## src/rtl/nibble_serial_adder_pkg.sv

```systemverilog
// Shared types and constants for the nibble-serial adder.
package nsa_pkg;

    typedef enum logic [1:0] {
        IDLE = 2'd0,
        RUN  = 2'd1,
        DONE = 2'd2
    } state_t;

    localparam int NIBBLE = 4;

    function automatic int num_steps(input int width);
        return width / NIBBLE;
    endfunction

endpackage

```

## src/rtl/nibble_serial_adder_cla4.sv

```systemverilog
// 4-bit carry-lookahead slice, purely combinational.
// Exports c3 (carry into bit 3) so the parent can form signed overflow.
module cla4 (
    input  logic [3:0] a,
    input  logic [3:0] b,
    input  logic       ci,
    output logic [3:0] s,
    output logic       co,
    output logic       c3
);

    logic [3:0] w_p;
    logic [3:0] w_g;
    logic [4:0] w_c;

    assign w_p = a ^ b;
    assign w_g = a & b;

    assign w_c[0] = ci;
    assign w_c[1] = w_g[0] | (w_p[0] & w_c[0]);
    assign w_c[2] = w_g[1] | (w_p[1] & w_c[1]);
    assign w_c[3] = w_g[2] | (w_p[2] & w_c[2]);
    assign w_c[4] = w_g[3] | (w_p[3] & w_c[3]);

    assign s  = w_p ^ w_c[3:0];
    assign co = w_c[4];
    assign c3 = w_c[3];

endmodule

```

## src/rtl/nibble_serial_adder.sv

```systemverilog
// Serial WIDTH-bit adder, one nibble per cycle; result valid WIDTH/4 cycles after accept.
// Result held in DONE until out_ready; no new operands accepted until then.
module nibble_serial_adder
    import nsa_pkg::*;
#(
    parameter int WIDTH = 16
) (
    input  logic             clk,
    input  logic             rst_n,
    input  logic             in_valid,
    output logic             in_ready,
    input  logic [WIDTH-1:0] a,
    input  logic [WIDTH-1:0] b,
    input  logic             ci,
    output logic             out_valid,
    input  logic             out_ready,
    output logic [WIDTH-1:0] s,
    output logic             co,
    output logic             ov,
    output logic             busy
);

    localparam int N  = num_steps(WIDTH);
    localparam int SW = $clog2(N);
    localparam logic [SW-1:0] LAST = SW'(N - 1);

    generate
        if ((WIDTH % NIBBLE) != 0 || WIDTH < 8) begin : g_bad_width
            $error("nibble_serial_adder: WIDTH must be a multiple of 4 and at least 8");
        end
    endgenerate

    state_t           r_state;
    state_t           w_state_nxt;
    logic [WIDTH-1:0] r_a;
    logic [WIDTH-1:0] r_b;
    logic [WIDTH-1:0] r_sum;
    logic             r_carry;
    logic             r_c_msb;
    logic [SW-1:0]    r_step;

    logic [3:0]       w_s;
    logic             w_co;
    logic             w_c3;
    logic             w_last;

    assign w_last = (r_step == LAST);

    // Operands shift right so the slice always sees the current nibble at [3:0];
    // sum nibbles enter from the top and land in place after N steps.
    cla4 u_cla4 (
        .a  (r_a[NIBBLE-1:0]),
        .b  (r_b[NIBBLE-1:0]),
        .ci (r_carry),
        .s  (w_s),
        .co (w_co),
        .c3 (w_c3)
    );

    always_ff @(posedge clk or negedge rst_n) begin
        if (!rst_n) begin
            r_state <= IDLE;
        end else begin
            r_state <= w_state_nxt;
        end
    end

    always_comb begin
        w_state_nxt = r_state;
        case (r_state)
            IDLE:    if (in_valid)  w_state_nxt = RUN;
            RUN:     if (w_last)    w_state_nxt = DONE;
            DONE:    if (out_ready) w_state_nxt = IDLE;
            default: w_state_nxt = IDLE;
        endcase
    end

    always_comb begin
        in_ready  = (r_state == IDLE);
        out_valid = (r_state == DONE);
        busy      = (r_state == RUN) || (r_state == DONE);
    end

    always_ff @(posedge clk or negedge rst_n) begin
        if (!rst_n) begin
            r_a     <= '0;
            r_b     <= '0;
            r_sum   <= '0;
            r_carry <= 1'b0;
            r_c_msb <= 1'b0;
            r_step  <= '0;
        end else begin
            case (r_state)
                IDLE: begin
                    if (in_valid) begin
                        r_a     <= a;
                        r_b     <= b;
                        r_carry <= ci;
                        r_sum   <= '0;
                        r_c_msb <= 1'b0;
                        r_step  <= '0;
                    end
                end
                RUN: begin
                    r_a     <= r_a >> NIBBLE;
                    r_b     <= r_b >> NIBBLE;
                    r_sum   <= {w_s, r_sum[WIDTH-1:NIBBLE]};
                    r_carry <= w_co;
                    r_step  <= r_step + 1'b1;
                    if (w_last) begin
                        r_c_msb <= w_c3;
                    end
                end
                default: ;
            endcase
        end
    end

    assign s  = r_sum;
    assign co = r_carry;
    assign ov = r_carry ^ r_c_msb;

endmodule

```

## config.mk

```make
export PLATFORM = sky130hd
export DESIGN_NAME = nibble_serial_adder
export DESIGN_NICKNAME = d
export VERILOG_FILES = /design/src/rtl/nibble_serial_adder_pkg.sv /design/src/rtl/nibble_serial_adder_cla4.sv /design/src/rtl/nibble_serial_adder.sv
export SDC_FILE = /design/constraint.sdc
export NUM_CORES = 1
export LEC_CHECK = 0
export ABC_AREA = 1
export ABC_CLOCK_PERIOD_IN_PS = 5900
export BUFFER_PORTS_ARGS = -buffer_cell sky130_fd_sc_hd__buf_2
export CORE_UTILIZATION = 40
export DETAILED_ROUTE_END_ITERATION = 10
export PLACE_DENSITY_LB_ADDON = 0.15
export RECOVER_POWER = 25
export REMOVE_ABC_BUFFERS = 1
export SLEW_MARGIN = 5
export SYNTH_ARGS = -nofsm -noshare
export SYNTH_HDL_FRONTEND = slang
export SYNTH_HIERARCHICAL = 1
export SYNTH_SLANG_ARGS = --single-unit
```

## constraint.sdc

```tcl
create_clock -name clk -period 5.9 [get_ports clk]
set_input_delay 0.295 -clock clk [delete_from_list [all_inputs] [get_ports clk]]
set_output_delay 0.295 -clock clk [all_outputs]
set_load 0.05 [all_outputs]
```

==> results_dict.tcl, run 1 <==
set metrics [dict create \
    outcome "finished with violations" \
    violations "design-rule violations, max-capacitance violations, max-slew violations" \
    routed_via_density 4.992 \
    drc 6 \
    placed_area_um2 3020 \
    max_freq_ghz 0.3416 \
    min_path_type "in -> reg" \
    worstSkewPairLatency_ps 300 \
    n_fill_cell 678 \
    stdcell_count 474 \
    p_leak_nw 1.852 \
    crit_buf_inv 2 \
    numCtsBuffers 5 \
    slowest_delay_ps 960 \
    sw_frac_of_total_pct 51.08 \
    cts_num_sinks 54 \
    final_common_cell "nand2_1" \
    ys_seq_elements 54 \
    grt_max_degree 55 \
    drv_cap 1 \
    holdBufCountCts 0 \
    synth_area_um2 2746 \
    syn-mean-instance-area_um2 7.780 \
    hold_violations 0 \
    synthTopCellsByArea "dfrtp_1, nand2_1, nand3_1, fa_1, ha_1" \
    initial_core_util_pct 42.28 \
    drtAntennaViolNets 0 \
    place_inst 466 \
    startpoint_type "register" \
    root_buffer "clkbuf_8" \
    clk_pin_slew_ps 100 \
    worstMarginPinSlew_ps 2921 \
    grt_remaining_overflow 0 \
    worst_path_most_repeated_cell "nand2_2" \
    crit_fanout 52 \
    ios 58 \
    final_cell_mix "nand2_1, nand3_1, buf_2" \
    seqPwrFrac_pct 33.8 \
    met1_usage_pct 21.53 \
    ir_drop_mv 0.1872 \
    gr-usage-all-layers_pct 16.73 \
    antenna_found_initial 0 \
    cts_buffer_depth 2 \
    dr.pass1.iters 10 \
    cp-end-kind "register" \
    fin_area_um2 3108 \
    p_per_area_nw_per_um2 580.8 \
    finalWirelength_um 5646 \
    htree_num_levels 2 \
    fin_worst_skew_ps 8.777 \
    die-area_um2 7201 \
    nets 443 \
    num_vias 2366 \
    yosysTopAreaCellShare_pct 49.20 \
    wl_per_cell_um 11.91 \
    ys_types 16 \
    crit_family "simple AND/OR/NAND/NOR gates" \
    slowest_stage "nand2_2" \
    globalplace.congestion 0.6817 \
    p_int_w 0.0008832 \
    grt_pass1_wl_um 9853 \
    fin_crit_ps 2928 \
    grt.busiest_layer "met2" \
    rows 29 \
    yosys_warnings 6 \
    critical_path_class "reg -> reg" \
    seq_area_frac_synth_pct 49.20 \
    hpwl_um 3355 \
    drv_slew 55 \
    worstPathRequired_ps 6130 \
    synth_top_cell_by_area "dfrtp_1" \
    ctsResizeCount 0 \
    synthCells 353 \
    core_area_um2 6495 \
    slew_headroom_pct -94.73 \
    synthToLayoutAreaGrowth_pct 13.17 \
    grt_pass1_vias 2282 \
    post-route-period-util_pct 49.62 \
    startpoint "r_state[1]$_DFFE_PN0P_" \
    min-delay-start "a[15]" \
    rsz0062_at_grt "false" \
    dr.first_iter.drc_count 146 \
    crit_chain "inv_1, ha_1, buf_4, nand2_2, nand2_2, nand3_1, nand2_1" \
    cts_setup_buffers 0 \
    power_w 0.001805 \
    power.switching_w 0.0009220 \
    worstPathArrival_ps 3160 \
    r2r-start "r_state[1]$_DFFE_PN0P_" \
    diodes 0 \
    grtUsageMet3_pct 3.016 \
    use_met2_pct 29.34 \
    die_h_um 84.86 \
    p_comb_share_pct 54.5 \
    finalSetupTns_ps 0 \
    final_layout_size_suffix_gt1_share_pct 17.38 \
    cts_tree "done" \
    io_buffers 57 \
    pwr-share-clk_pct 11.7 \
    die_w_um 84.86 \
    setup_viol 0 \
]
-- cells by family (layout without fill, tap and decap cells) --
| logic type | count (synthesis) | count (layout) | synth area share (%) |
|---|---|---|---|
| buffers and inverters | 41 | 85 | 6.925 |
| AO/OA/AOI/OAI | 1 | 1 | 0.1821 |
| AND/OR/NAND/NOR | 246 | 246 | 37.72 |
| adder cells (fa/ha/maj) | 10 | 10 | 5.649 |
| flip-flops | 54 | 54 | 49.20 |
| XOR/XNOR | 1 | 1 | 0.3190 |
-- sequential cells by signal, summed over array words and instances, names as in the netlist --
| signal | count |
|---|---|
| r_b | 16 |
| co | 1 |
| r_step | 2 |
| r_state | 2 |
| r_a | 16 |
| s | 16 |
| r_c_msb | 1 |
-- layout make-up --
class / instances / area, um2 / area share, %
Timing Repair Buffer: 59 / 296.5 / 9.541
Clock inverter: 1 / 5.005 / 0.1610
Inverter: 18 / 67.56 / 2.174
Multi-Input combinational cell: 258 / 1205 / 38.77
Clock buffer: 7 / 86.33 / 2.778
Sequential cell: 54 / 1351 / 43.48
Tap cell: 77 / 96.34 / 3.100
-- through the flow --
stage / hold WS [ps] / utilization, % / setup slack [ps]
6_report: 214.8 / 47.85 / 2972
5_1_grt: 216.1 / 47.85 / 2601
4_1_cts: 143.7 / 47.91 / 2918
3_5_place_dp: 473.4 / 46.50 / 2930
3_3_place_gp: 483.0 / 46.50 / 2945
2_1_floorplan: -0.5911 / - / 3296
-- synth_stat cells --
library cell	instances
fa_1	4
buf_2	14
dfrtp_1	54
buf_4	1
nand3_1	78
nand4_1	3
clkbuf_1	4
buf_6	2
buf_1	2
o21ai_0	1
xor2_1	1
inv_1	17
ha_1	6
nand2_1	162
nand2_2	3
inv_2	1
-- power by group through the flow --
stage,sequential [W],clock (W),combinational [W]
after detailed placement,0.000619,0,0.000997
after global routing,0.000630,0.000236,0.00113
final,0.000610,0.000212,0.000984
after global placement,0.000614,0,0.000989
after CTS,0.000611,0.000220,0.00100
after floorplan,0.000725,0,0.000639
-- metal layers --
| layer | share of wire, % | up-vias |
|---|---|---|
| li1 | - | 1199 |
| met1 | 48 | 1094 |
| met2 | 47 | 66 |
| met4 | 0.92 | 0 |
| met3 | 4.6 | 7 |
| met5 | 0 | - |
-- worst register-to-register path: stages, from the launching register on --
cell     delay, ps
dfrtp_1        400
inv_1          120
ha_1           150
buf_4          310
nand2_2        620
nand2_2        960
nand3_1        180
nand2_1        110
-- final timing paths --
path,depth (start not counted),slack [ps],to
worst max-delay path,7,2970,r_b[13]$_DFFE_PN0P_
worst min-delay path,3,210,r_a[15]$_DFFE_PN0P_
worst max register to register,7,2970,r_b[13]$_DFFE_PN0P_
worst min register to register,1,500,r_step[0]$_DFFE_PN0P_
max in group asynchronous,2,3220,r_b[12]$_DFFE_PN0P_
min in group asynchronous,2,1030,r_state[0]$_DFFE_PN0P_
No activity file was read; power rests on OpenSTA's default activity.
==> run 2, diff against run 1 <==
ABC_AREA = 0   (was 1)
ABC_CLOCK_PERIOD_IN_PS = 2560   (was 5900)
clock period = 2.56 ns   (was 5.9 ns; I/O delays follow)
==> run 2 against run 1 <==
  * Critical endpoint is now s[15]$_DFFE_PN0P_
  * Setup slack worse by 2700 ps
  * Clock-buffer cell count down 2
  * Power up 120%
  * The flow now finishes without violations
  * Global-route usage down 0.90 points
==> results_dict.tcl, run 2 <==
set metrics [dict create \
    cts_num_sinks 54 \
    power.switching_w 0.001721 \
    cp-end-kind "register" \
    max_freq_ghz 0.4467 \
    wl_met3_um 189 \
    dr.pass1.iters 4 \
    p_comb_share_pct 50.5 \
    ir_drop_mv 0.9326 \
    worstPathRequired_ps 2750 \
    dr.first_iter.drc_count 106 \
    synth_edf_count 0 \
    num_vias 1909 \
    cts_tree "done" \
    synth_top_cell_by_area "dfrtp_1" \
    final_common_cell "nand2_1" \
    root_buffer "clkbuf_8" \
    ios 58 \
    core_area_um2 6386 \
    crit_fanout 4 \
    htree_num_levels 2 \
    synth_ff_type "dfrtp_1" \
    synth_area_um2 2666 \
    diodes 0 \
    initial_core_util_pct 41.75 \
    synthCells 269 \
    drtAntennaViolNets 0 \
    highest_layer "met4" \
    seq_area_frac_synth_pct 50.68 \
    globalplace.congestion 0.7030 \
    grt_pass1_wl_um 8880 \
    p_per_area_nw_per_um2 1242 \
    nets 370 \
    slowest_stage "dfrtp_1" \
    wl_met1_um 2606 \
    hold_violations 0 \
    finalWirelength_um 4954 \
    slowest_delay_ps 410 \
    setup_viol 0 \
    hpwl_um 3466 \
    routed_via_density 4.761 \
    yosysTopAreaCellShare_pct 50.68 \
    final_cell_mix "nand2_1, dfrtp_1, o21ai_0" \
    grt_remaining_overflow 0 \
    slew_headroom_pct 33.77 \
    wl_met2_um 2113 \
    die_h_um 83.65 \
    whs_ps 101.3 \
    critical_path_class "reg -> reg" \
    worstSkewPairLatency_ps 310 \
    die_w_um 83.65 \
    ys_seq_elements 54 \
    io_buffers 57 \
    synthTopCellsByArea "dfrtp_1, mux2i_1, o21ai_0, nand2_1, fa_1" \
    crit_chain "inv_1, fa_1, inv_1, fa_1, inv_1, fa_1, inv_1, fa_1, nand2_1, o21ai_0" \
    startpoint_type "register" \
    worstMarginPinSlew_ps 993.5 \
    grt_max_degree 51 \
    cts_buffer_depth 2 \
    grt_pass1_vias 1896 \
    drv_slew 0 \
    syn-mean-instance-area_um2 9.912 \
    gr-usage-all-layers_pct 15.84 \
    synthToLayoutAreaGrowth_pct 17.27 \
    drv_cap 0 \
    sw_frac_of_total_pct 44.33 \
    yosysMostFrequentCell "nand2_1" \
    final_layout_size_suffix_gt1_share_pct 19.14 \
    outcome "completed" \
    ys_top_cells_by_count "nand2_1, dfrtp_1, o21ai_0, mux2i_1, inv_1" \
    clk_pin_slew_ps 100 \
    p_int_w 0.002162 \
    rows 29 \
    post-route-period-util_pct 87.45 \
    numCtsBuffers 5 \
    antenna_found_initial 0 \
    fin_worst_skew_ps 7.720 \
    fin_crit_ps 2239 \
    seqPwrFrac_pct 34.8 \
    yosys_warnings 6 \
    min_path_type "in -> reg" \
    n_fill_cell 659 \
    drc 0 \
    rsz0062_at_grt "false" \
    wl_per_cell_um 12.35 \
    pwr-share-clk_pct 14.7 \
    synthArstFlopShare_pct 100.0 \
    ys_types 23 \
    p_leak_nw 1.476 \
    die-area_um2 6996 \
    finalSetupTns_ps 0 \
    worstPathArrival_ps 2430 \
]
## run 2: cell count changes after synthesis, moves of 5 or more
cell | previous run | this run
a31oi_1 | 0 | 9
nor2b_1 | 0 | 5
o21ai_0 | 1 | 51
nand2_1 | 162 | 67
buf_2 | 14 | 9
and2b_1 | 0 | 5
mux2i_1 | 0 | 26
nand3_1 | 78 | 0
## run 2: timing repair
item | 4_1_cts | 5_1_grt
hold buffers | 1 | 0
gates resized for setup | 0 | 0
setup buffers | 0 | 0
hold endpoints to repair | 39 | 0
## run 2: layout make-up
cell class                 count  area (um2)  share of cell area, %
sequential                    54        1351                  43.22
multi-input combinational    182        1171                  37.45
clock buffer                   5       68.82                  2.201
timing repair buffer          66       346.6                  11.08
tap                           77       96.34                  3.081
clock inverter                 3       40.04                  1.281
inverter                      14       52.55                  1.681
## run 2: cell families after synthesis
kind of cell / share of synthesized area, %
buf+inv: 5.959
simple gates: 13.00
flops: 50.68
fa+ha+maj: 5.819
xor+xnor: 0.3285
compound gates: 13.33
mux: 10.89
## run 2: through the flow
| stage | utilization [%] | instances | power (W) | setup WS [ps] | area [um2] |
|---|---|---|---|---|---|
| 6_report | 48.96 | 401 | 0.003883 | 321.2 | 3127 |
| 3_3_place_gp | 47.43 | 392 | 0.003343 | 382.4 | 3029 |
| 5_1_grt | 48.96 | 401 | 0.004246 | 164.7 | 3127 |
| 3_5_place_dp | 47.43 | 392 | 0.003377 | 310.9 | 3029 |
| 4_1_cts | 49.29 | 401 | 0.003952 | 297.2 | 3148 |
| 2_1_floorplan | - | 250 | 0.002822 | -2146 | 2560 |
## run 2: worst max-delay path: cells and delay by family (launching register included)
family | cells | cell delay [ps]
DFF | 1 | 410
adders and majority gates | 4 | 1270
AOI/OAI and AO/OA | 1 | 70
and+or+nand+nor | 1 | 70
buffers and inverters | 4 | 310
## run 2: path summary, 6_finish.rpt
check	to	slack, ps	cells after the start	start
max in group asynchronous	s[15]$_DFFE_PN0P_	1350	3	rst_n
worst max-delay path	s[15]$_DFFE_PN0P_	320	10	co$_DFFE_PN0P_
worst min-delay path	r_a[3]$_DFFE_PN0P_	100	3	a[3]
worst min register to register	s[3]$_DFFE_PN0P_	480	2	s[3]$_DFFE_PN0P_
min in group asynchronous	s[1]$_DFFE_PN0P_	510	2	rst_n
worst max register to register	s[15]$_DFFE_PN0P_	320	10	co$_DFFE_PN0P_
## run 2: power groups by stage
stage	Clock, W	Sequential (W)	Combinational, W
global placement	0	0.00136	0.00198
floorplan	0	0.00152	0.00130
global route	0.000621	0.00140	0.00222
CTS	0.000589	0.00136	0.00201
detailed placement	0	0.00137	0.00200
finish	0.000569	0.00135	0.00196
## run 2: layer usage
| layer | up-vias | global-route usage (%) |
|---|---|---|
| li1 | 1005 | - |
| met1 | 851 | 22.00 |
| met2 | 48 | 25.20 |
| met3 | 5 | 3.066 |
| met4 | 0 | 4.622 |
| met5 | - | 0 |
